`src/rtl/spi_master_param.sv`:
```
`default_nettype none
// +----------------------------------------------------------------------------+
// | Module      : spi_master_param                                             |
// | Description : Parametrised full-duplex SPI master. One transfer per start  |
// |               to one of NUM_SLAVES chip selects, per-transfer CPOL/CPHA    |
// |               and bit order, serial clock divided down from SCLK.          |
// | Revision    : 1.0 - initial release                                        |
// +----------------------------------------------------------------------------+
module spi_master_param #(
  parameter int DATA_WIDTH = 8,
  parameter int NUM_SLAVES = 3,
  parameter int CLK_DIV    = 2,
  parameter int SEL_WIDTH  = (NUM_SLAVES > 1) ? $clog2(NUM_SLAVES) : 1
) (
  input  logic                  SCLK,
  input  logic                  reset,
  input  logic                  start,
  input  logic [SEL_WIDTH-1:0]  slave_select,
  input  logic                  cpol,
  input  logic                  cpha,
  input  logic                  lsb_first,
  input  logic [DATA_WIDTH-1:0] tx_data,
  input  logic                  miso,
  output logic [DATA_WIDTH-1:0] rx_data,
  output logic                  busy,
  output logic                  done,
  output logic                  sel_err,
  output logic                  sck,
  output logic [NUM_SLAVES-1:0] cs_n,
  output logic                  mosi
);

  // Counter widths: divider counts 0..CLK_DIV-1, half-period counter 0..2*DATA_WIDTH-1.
  localparam int DIV_W  = (CLK_DIV > 1) ? $clog2(CLK_DIV) : 1;
  localparam int HALF_W = $clog2(2 * DATA_WIDTH);

  localparam logic [DIV_W-1:0]      DIV_LAST    = DIV_W'(CLK_DIV - 1);
  localparam logic [HALF_W-1:0]     HALF_LAST   = HALF_W'(2 * DATA_WIDTH - 1);
  localparam logic [SEL_WIDTH:0]    SLAVE_LIMIT = (SEL_WIDTH + 1)'(NUM_SLAVES);
  localparam logic [NUM_SLAVES-1:0] CS_IDLE     = {NUM_SLAVES{1'b1}};

  typedef enum logic [1:0] {
    ST_IDLE     = 2'd0,
    ST_SETUP    = 2'd1,
    ST_TRANSFER = 2'd2,
    ST_HOLD     = 2'd3
  } state_t;

  // Current-state registers
  state_t                  state;
  logic [DIV_W-1:0]        div_cnt;
  logic [HALF_W-1:0]       half_cnt;
  logic [DATA_WIDTH-1:0]   tx_shift;
  logic [DATA_WIDTH-1:0]   rx_shift;
  logic                    mode_cpol;
  logic                    mode_cpha;
  logic                    mode_lsb;
  logic                    sck_q;
  logic                    mosi_q;
  logic [NUM_SLAVES-1:0]   cs_n_q;
  logic                    busy_q;
  logic                    done_q;
  logic                    sel_err_q;
  logic [DATA_WIDTH-1:0]   rx_data_q;

  // Next-state values
  state_t                  state_nx;
  logic [DIV_W-1:0]        div_nx;
  logic [HALF_W-1:0]       half_nx;
  logic [DATA_WIDTH-1:0]   tx_nx;
  logic [DATA_WIDTH-1:0]   rx_nx;
  logic                    mode_cpol_nx;
  logic                    mode_cpha_nx;
  logic                    mode_lsb_nx;
  logic                    sck_nx;
  logic                    mosi_nx;
  logic [NUM_SLAVES-1:0]   cs_n_nx;
  logic                    busy_nx;
  logic                    done_nx;
  logic                    sel_err_nx;
  logic [DATA_WIDTH-1:0]   rx_data_nx;

  // Helper terms
  logic                    div_tick;
  logic                    leading_half;
  logic                    last_half;
  logic                    sel_valid;
  logic                    first_bit;
  logic                    tx_head;
  logic                    tx_next_head;
  logic [DATA_WIDTH-1:0]   tx_shifted;
  logic [DATA_WIDTH-1:0]   rx_sampled;
  logic [NUM_SLAVES-1:0]   cs_decode;

  assign div_tick     = (div_cnt == DIV_LAST);
  // Half-periods alternate leading/trailing starting with a leading one.
  assign leading_half = ~half_cnt[0];
  assign last_half    = (half_cnt == HALF_LAST);
  assign sel_valid    = ({1'b0, slave_select} < SLAVE_LIMIT);
  assign first_bit    = lsb_first ? tx_data[0] : tx_data[DATA_WIDTH-1];

  // Shift directions follow the bit order captured at start acceptance.
  assign tx_head      = mode_lsb ? tx_shift[0] : tx_shift[DATA_WIDTH-1];
  assign tx_next_head = mode_lsb ? tx_shift[1] : tx_shift[DATA_WIDTH-2];
  assign tx_shifted   = mode_lsb ? {1'b0, tx_shift[DATA_WIDTH-1:1]}
                                 : {tx_shift[DATA_WIDTH-2:0], 1'b0};
  assign rx_sampled   = mode_lsb ? {miso, rx_shift[DATA_WIDTH-1:1]}
                                 : {rx_shift[DATA_WIDTH-2:0], miso};

  // One-hot-low decode of the requested chip select.
  always_comb begin
    cs_decode = CS_IDLE;
    for (int i = 0; i < NUM_SLAVES; i++) begin
      cs_decode[i] = (slave_select != SEL_WIDTH'(i));
    end
  end

  // Next-state and next-output computation for the transfer sequencer.
  always_comb begin
    state_nx     = state;
    div_nx       = div_cnt;
    half_nx      = half_cnt;
    tx_nx        = tx_shift;
    rx_nx        = rx_shift;
    mode_cpol_nx = mode_cpol;
    mode_cpha_nx = mode_cpha;
    mode_lsb_nx  = mode_lsb;
    sck_nx       = sck_q;
    mosi_nx      = mosi_q;
    cs_n_nx      = cs_n_q;
    busy_nx      = busy_q;
    done_nx      = 1'b0;
    sel_err_nx   = 1'b0;
    rx_data_nx   = rx_data_q;

    case (state)
      ST_IDLE: begin
        // Mode tracks the inputs every idle cycle so sck already sits at the
        // requested idle level before a transfer begins.
        mode_cpol_nx = cpol;
        mode_cpha_nx = cpha;
        mode_lsb_nx  = lsb_first;
        sck_nx       = cpol;
        mosi_nx      = 1'b0;
        cs_n_nx      = CS_IDLE;
        busy_nx      = 1'b0;
        div_nx       = '0;
        half_nx      = '0;
        if (start) begin
          if (sel_valid) begin
            tx_nx    = tx_data;
            rx_nx    = '0;
            cs_n_nx  = cs_decode;
            busy_nx  = 1'b1;
            // CPHA=0 slaves sample on the first edge, so bit 0 must be out now.
            mosi_nx  = cpha ? 1'b0 : first_bit;
            state_nx = ST_SETUP;
          end else begin
            sel_err_nx = 1'b1;
          end
        end
      end

      ST_SETUP: begin
        if (div_tick) begin
          div_nx   = '0;
          half_nx  = '0;
          state_nx = ST_TRANSFER;
        end else begin
          div_nx = div_cnt + 1'b1;
        end
      end

      ST_TRANSFER: begin
        if (div_tick) begin
          div_nx  = '0;
          sck_nx  = ~sck_q;
          half_nx = half_cnt + 1'b1;
          if (leading_half) begin
            if (!mode_cpha) begin
              rx_nx = rx_sampled;
            end else begin
              mosi_nx = tx_head;
              tx_nx   = tx_shifted;
            end
          end else begin
            if (mode_cpha) begin
              rx_nx = rx_sampled;
            end else if (!last_half) begin
              // The final trailing edge has no further bit to present.
              mosi_nx = tx_next_head;
              tx_nx   = tx_shifted;
            end
          end
          if (last_half) begin
            half_nx  = '0;
            state_nx = ST_HOLD;
          end
        end else begin
          div_nx = div_cnt + 1'b1;
        end
      end

      ST_HOLD: begin
        if (div_tick) begin
          div_nx     = '0;
          cs_n_nx    = CS_IDLE;
          mosi_nx    = 1'b0;
          busy_nx    = 1'b0;
          done_nx    = 1'b1;
          rx_data_nx = rx_shift;
          state_nx   = ST_IDLE;
        end else begin
          div_nx = div_cnt + 1'b1;
        end
      end

      default: begin
        state_nx = ST_IDLE;
      end
    endcase
  end

  // State register.
  always_ff @(posedge SCLK or posedge reset) begin
    if (reset) begin
      state <= ST_IDLE;
    end else begin
      state <= state_nx;
    end
  end

  // Datapath and registered outputs; every output is a flop so sck and cs_n
  // cannot glitch.
  always_ff @(posedge SCLK or posedge reset) begin
    if (reset) begin
      div_cnt   <= '0;
      half_cnt  <= '0;
      tx_shift  <= '0;
      rx_shift  <= '0;
      mode_cpol <= 1'b0;
      mode_cpha <= 1'b0;
      mode_lsb  <= 1'b0;
      sck_q     <= 1'b0;
      mosi_q    <= 1'b0;
      cs_n_q    <= CS_IDLE;
      busy_q    <= 1'b0;
      done_q    <= 1'b0;
      sel_err_q <= 1'b0;
      rx_data_q <= '0;
    end else begin
      div_cnt   <= div_nx;
      half_cnt  <= half_nx;
      tx_shift  <= tx_nx;
      rx_shift  <= rx_nx;
      mode_cpol <= mode_cpol_nx;
      mode_cpha <= mode_cpha_nx;
      mode_lsb  <= mode_lsb_nx;
      sck_q     <= sck_nx;
      mosi_q    <= mosi_nx;
      cs_n_q    <= cs_n_nx;
      busy_q    <= busy_nx;
      done_q    <= done_nx;
      sel_err_q <= sel_err_nx;
      rx_data_q <= rx_data_nx;
    end
  end

  assign rx_data = rx_data_q;
  assign busy    = busy_q;
  assign done    = done_q;
  assign sel_err = sel_err_q;
  assign sck     = sck_q;
  assign cs_n    = cs_n_q;
  assign mosi    = mosi_q;

endmodule
`default_nettype wire

```
`config.mk`:
```
export PLATFORM = sky130hd
export DESIGN_NAME = spi_master_param
export DESIGN_NICKNAME = d
export VERILOG_FILES = /design/src/rtl/spi_master_param.sv
export SDC_FILE = /design/constraint.sdc
export NUM_CORES = 1
export LEC_CHECK = 0
export ABC_AREA = 1
export CORE_AREA = 2 2 90 92
export DETAILED_ROUTE_END_ITERATION = 10
export DIE_AREA = 0 0 92 94
export PLACE_DENSITY = 0.63
export SLEW_MARGIN = 20
export SYNTH_ARGS = -nofsm -noshare
export SYNTH_HDL_FRONTEND = slang
export SYNTH_SLANG_ARGS = --single-unit
```
`constraint.sdc`:
```
create_clock -name SCLK -period 1.8 [get_ports SCLK]
set_clock_uncertainty 0.15 [all_clocks]
set_input_delay 0.27 -clock SCLK [delete_from_list [all_inputs] [get_ports SCLK]]
set_output_delay 0.27 -clock SCLK [all_outputs]
set_load 0.02 [all_outputs]
```
==> flow_summary.yaml <==
yosys:
  synth_cells: 323
  average_cell_area_after_synthesis_um2: 7.263
  netlist-cell-type-count: 23
  synth.cell_area_um2: 2346
  synth_nets: 348
  seq_area_frac_synth: 0.4389
  synthesis.yosys.warnings: 0
  ys_ff_latch: 41
setup_path:
  path_cells: "inv_1 -> ha_2 -> nand2_1 -> buf_4 -> nand2_2 -> nor2_8 -> buf_12 -> nand4_1 -> nand2_1"
  critical-path-slowest-cell: "sky130_fd_sc_hd__dfrtp_1"
  regToRegEndpoint: "tx_shift[6]$_DFFE_PP0P_"
  critical_path.reg2reg.startpoint: "state[0]$_DFFE_PP0P_"
  critPathMaxStageDelay_ns: 0.38
  required_ns: 1.83
  timing.critical_path.fanout_max: 8
  cp-endpoint: "tx_shift[6]$_DFFE_PP0P_"
  worstPathArrival_ns: 1.75
  worst_setup_path_startpoint: "state[0]$_DFFE_PP0P_"
  setup.worst_path.end_class: "flop"
  timing.setup.critical_path_class: "flop to flop"
  reg2reg_depth: 9
  critPathLaunchType: "flop"
  timing.critical_path.mode_cell: "sky130_fd_sc_hd__nand2_1"
  r2r_setup_slack_ns: 0.08
routing:
  wl_um: 5416
  routed-via-count: 2126
  drt-wirelength-per-cell_um: 11.33
  drt_first_iter_violations: 88
  route.detailed.drc: 0
  vias_per_cell: 4.448
  number_of_nets_with_antenna_violations_after_detailed_routing: 0
  dr.pass1.iters: 4
cells_and_area:
  synthToLayoutAreaGrowth_pct: 31.95
  finalNonFillerCells: 478
  final_core_util: 0.4069
  final_nets: 400
  layout-drive-gt1-share: 0.1463
  antenna-diode-count: 0
global_route:
  maximum_number_of_pins_on_one_net_before_global_route_repair: 42
  grt_first_pass_wirelength_um: 9673
  overflow: 0
  grt_antenna_before_repair: 0
  track_usage: 0.1393
  grt_pass1_vias: 2146
sta:
  layout_worst_path_cycle_share: 0.9555
  holdWs_ns: 0.1938
  total_negative_setup_slacks_ns: 0
  rsz_0062_raised_after_global_routing: "true"
  slew_viol_final: 0
  layout_min_cycle_time_ns: 1.720
  max_slew_margin: 0.7698
  actual_transition_at_the_worst_max_transition_pin_ns: 0.3426
  finalHoldViolations: 0
  max_freq_mhz: 581.5
  setup_violations: 0
outcome:
  run_status: "finished clean"
die:
  chipWidth_um: 92
  die_boundary_height_um: 94
  starting_utilization_of_the_core_area: 0.3084
  core.rowCount: 32
  core_region_area_um2: 7607
  dieArea_um2: 8648
  design.portCount: 33
flow_run:
  maxCapViolCount: 0
clock_network:
  ctsRootBufferMaster: "sky130_fd_sc_hd__clkbuf_8"
  tritoncts_clock_tree: "built"
  clock_sink_count: 41
  cts_inserted_buffers: 5
  htree_num_levels: 2
  clock_latency_ns: 0.30
  path_clk_slew_ns: 0.08
  cts_hold_fix_bufs: 0
  max-clock-path-buffers: 2
placed_design:
  globalplace.congestion: 0.8491
  place.detailed.hpwl_um: 4033
  number_of_placed_instances_taps_included: 469
  io_buffers: 32
hold_path:
  type_of_the_most_critical_hold_path: "input port to asynchronous set/reset pin"
power_and_ir_drop:
  leakagePower_uw: 0.001548
  power.total_uw: 5004
  power.density_nw_per_um2: 1617
  ir_drop_v: 0.0006082
[cell usage after synthesis, drive strengths merged]
master,n,area share
nand3,27,0.068
a22o,1,0.0037
a21oi,11,0.023
inv,36,0.058
nand2,140,0.23
a31oi,3,0.0080
ha,8,0.043
o211ai,1,0.0032
dfrtp,38,0.41
nor3,4,0.0085
nor2,17,0.038
nand4,12,0.032
o21ai,14,0.030
buf,8,0.019
dfstp,3,0.034
[area by class of cell]
cell class / count / area, um^2
Multi-Input combinational cell: 238 / 1176
Sequential cell: 41 / 1030
Tap cell: 102 / 127.6
Clock inverter: 2 / 37.54
Timing Repair Buffer: 53 / 503.0
Fill cell: 795 / 4512
Clock buffer: 6 / 82.58
Inverter: 36 / 138.9
[registers in the layout (all words and copies together) (netlist names)]
signal / flops
rx_data: 8
rx_shift: 8
tx_shift: 8
half_cnt: 4
cs_n: 3
state: 2
busy: 1
div_cnt: 1
done: 1
mode_cpha: 1
mode_lsb: 1
mosi: 1
sck: 1
sel_err: 1
[how the worst min path moves through the flow]
stage,depth (start not counted),end,start,slack (ns)
floorplan,1,cs_n[2]$_DFFE_PP1P_,slave_select[1],0.19
global placement,2,rx_data[2]$_DFFE_PP0P_,rx_data[2]$_DFFE_PP0P_,0.31
detailed placement,1,div_cnt$_DFF_PP0_,div_cnt$_DFF_PP0_,0.31
CTS,3,rx_data[1]$_DFFE_PP0P_,reset,0.21
global route,3,busy$_DFFE_PP0P_,reset,0.21
finish,3,state[0]$_DFFE_PP0P_,reset,0.19
[cell families after synthesis]
| kind of cell | after synthesis | share of synthesized area |
|---|---|---|
| adder cells (fa/ha/maj) | 8 | 0.04267 |
| flip-flops | 41 | 0.4389 |
| AND/OR/NAND/NOR | 200 | 0.3733 |
| buffers and inverters | 44 | 0.07680 |
| AO/OA/AOI/OAI | 30 | 0.06827 |
[power breakdown]
group | total, uW | switching (uW) | internal, uW
Sequential | 1390 | 172 | 1220
Clock | 779 | 328 | 451
Combinational | 2840 | 1690 | 1150
[layer usage]
metal,track usage,up-vias,share of wire
met5,0,-,0
met4,0.04104,0,0.0083
met3,0.03852,4,0.050
met2,0.2261,51,0.44
met1,0.1819,937,0.50
li1,-,1134,-
[through the flow]
step | area, um^2 | setup WS (ns)
3_3_place_gp | 2924 | 0.05001
2_1_floorplan | 2346 | 0.07852
6_report | 3095 | 0.08017
5_1_grt | 3095 | -0.01320
3_5_place_dp | 2924 | 0.02526
4_1_cts | 3045 | 0.01806
[what timing repair did]
action,4_1_cts,5_1_grt
setup endpoints to repair,4,21
gates resized for setup,5,12
buffers inserted,0,1
gates cloned,0,0
pin swaps,0,2
[cells in the final DEF (no fill, tap or decap), types with 3 or more instances in the layout]
cell type and count:
sky130_fd_sc_hd__a21oi_1 11, sky130_fd_sc_hd__a31oi_1 3, sky130_fd_sc_hd__buf_4 18, sky130_fd_sc_hd__clkbuf_8 6, sky130_fd_sc_hd__clkdlybuf4s50_1 29, sky130_fd_sc_hd__dfrtp_1 38
sky130_fd_sc_hd__dfstp_2 3, sky130_fd_sc_hd__dlygate4sd2_1 3, sky130_fd_sc_hd__ha_1 3, sky130_fd_sc_hd__ha_2 4, sky130_fd_sc_hd__inv_1 30, sky130_fd_sc_hd__inv_2 5
sky130_fd_sc_hd__nand2_1 134, sky130_fd_sc_hd__nand2_2 5, sky130_fd_sc_hd__nand3_1 25, sky130_fd_sc_hd__nand4_1 12, sky130_fd_sc_hd__nor2_1 13, sky130_fd_sc_hd__nor3_1 4
sky130_fd_sc_hd__o21ai_0 10, sky130_fd_sc_hd__o21ai_1 4
[worst max-delay path: cells and delay by family, from the launching register on]
kind	cells	cell delay [ns]
AND/OR/NAND/NOR	5	0.40
adder cells (fa/ha/maj)	1	0.28
flip-flops	1	0.38
buffers and inverters	3	0.39
No activity file was read; power rests on OpenSTA's default activity.
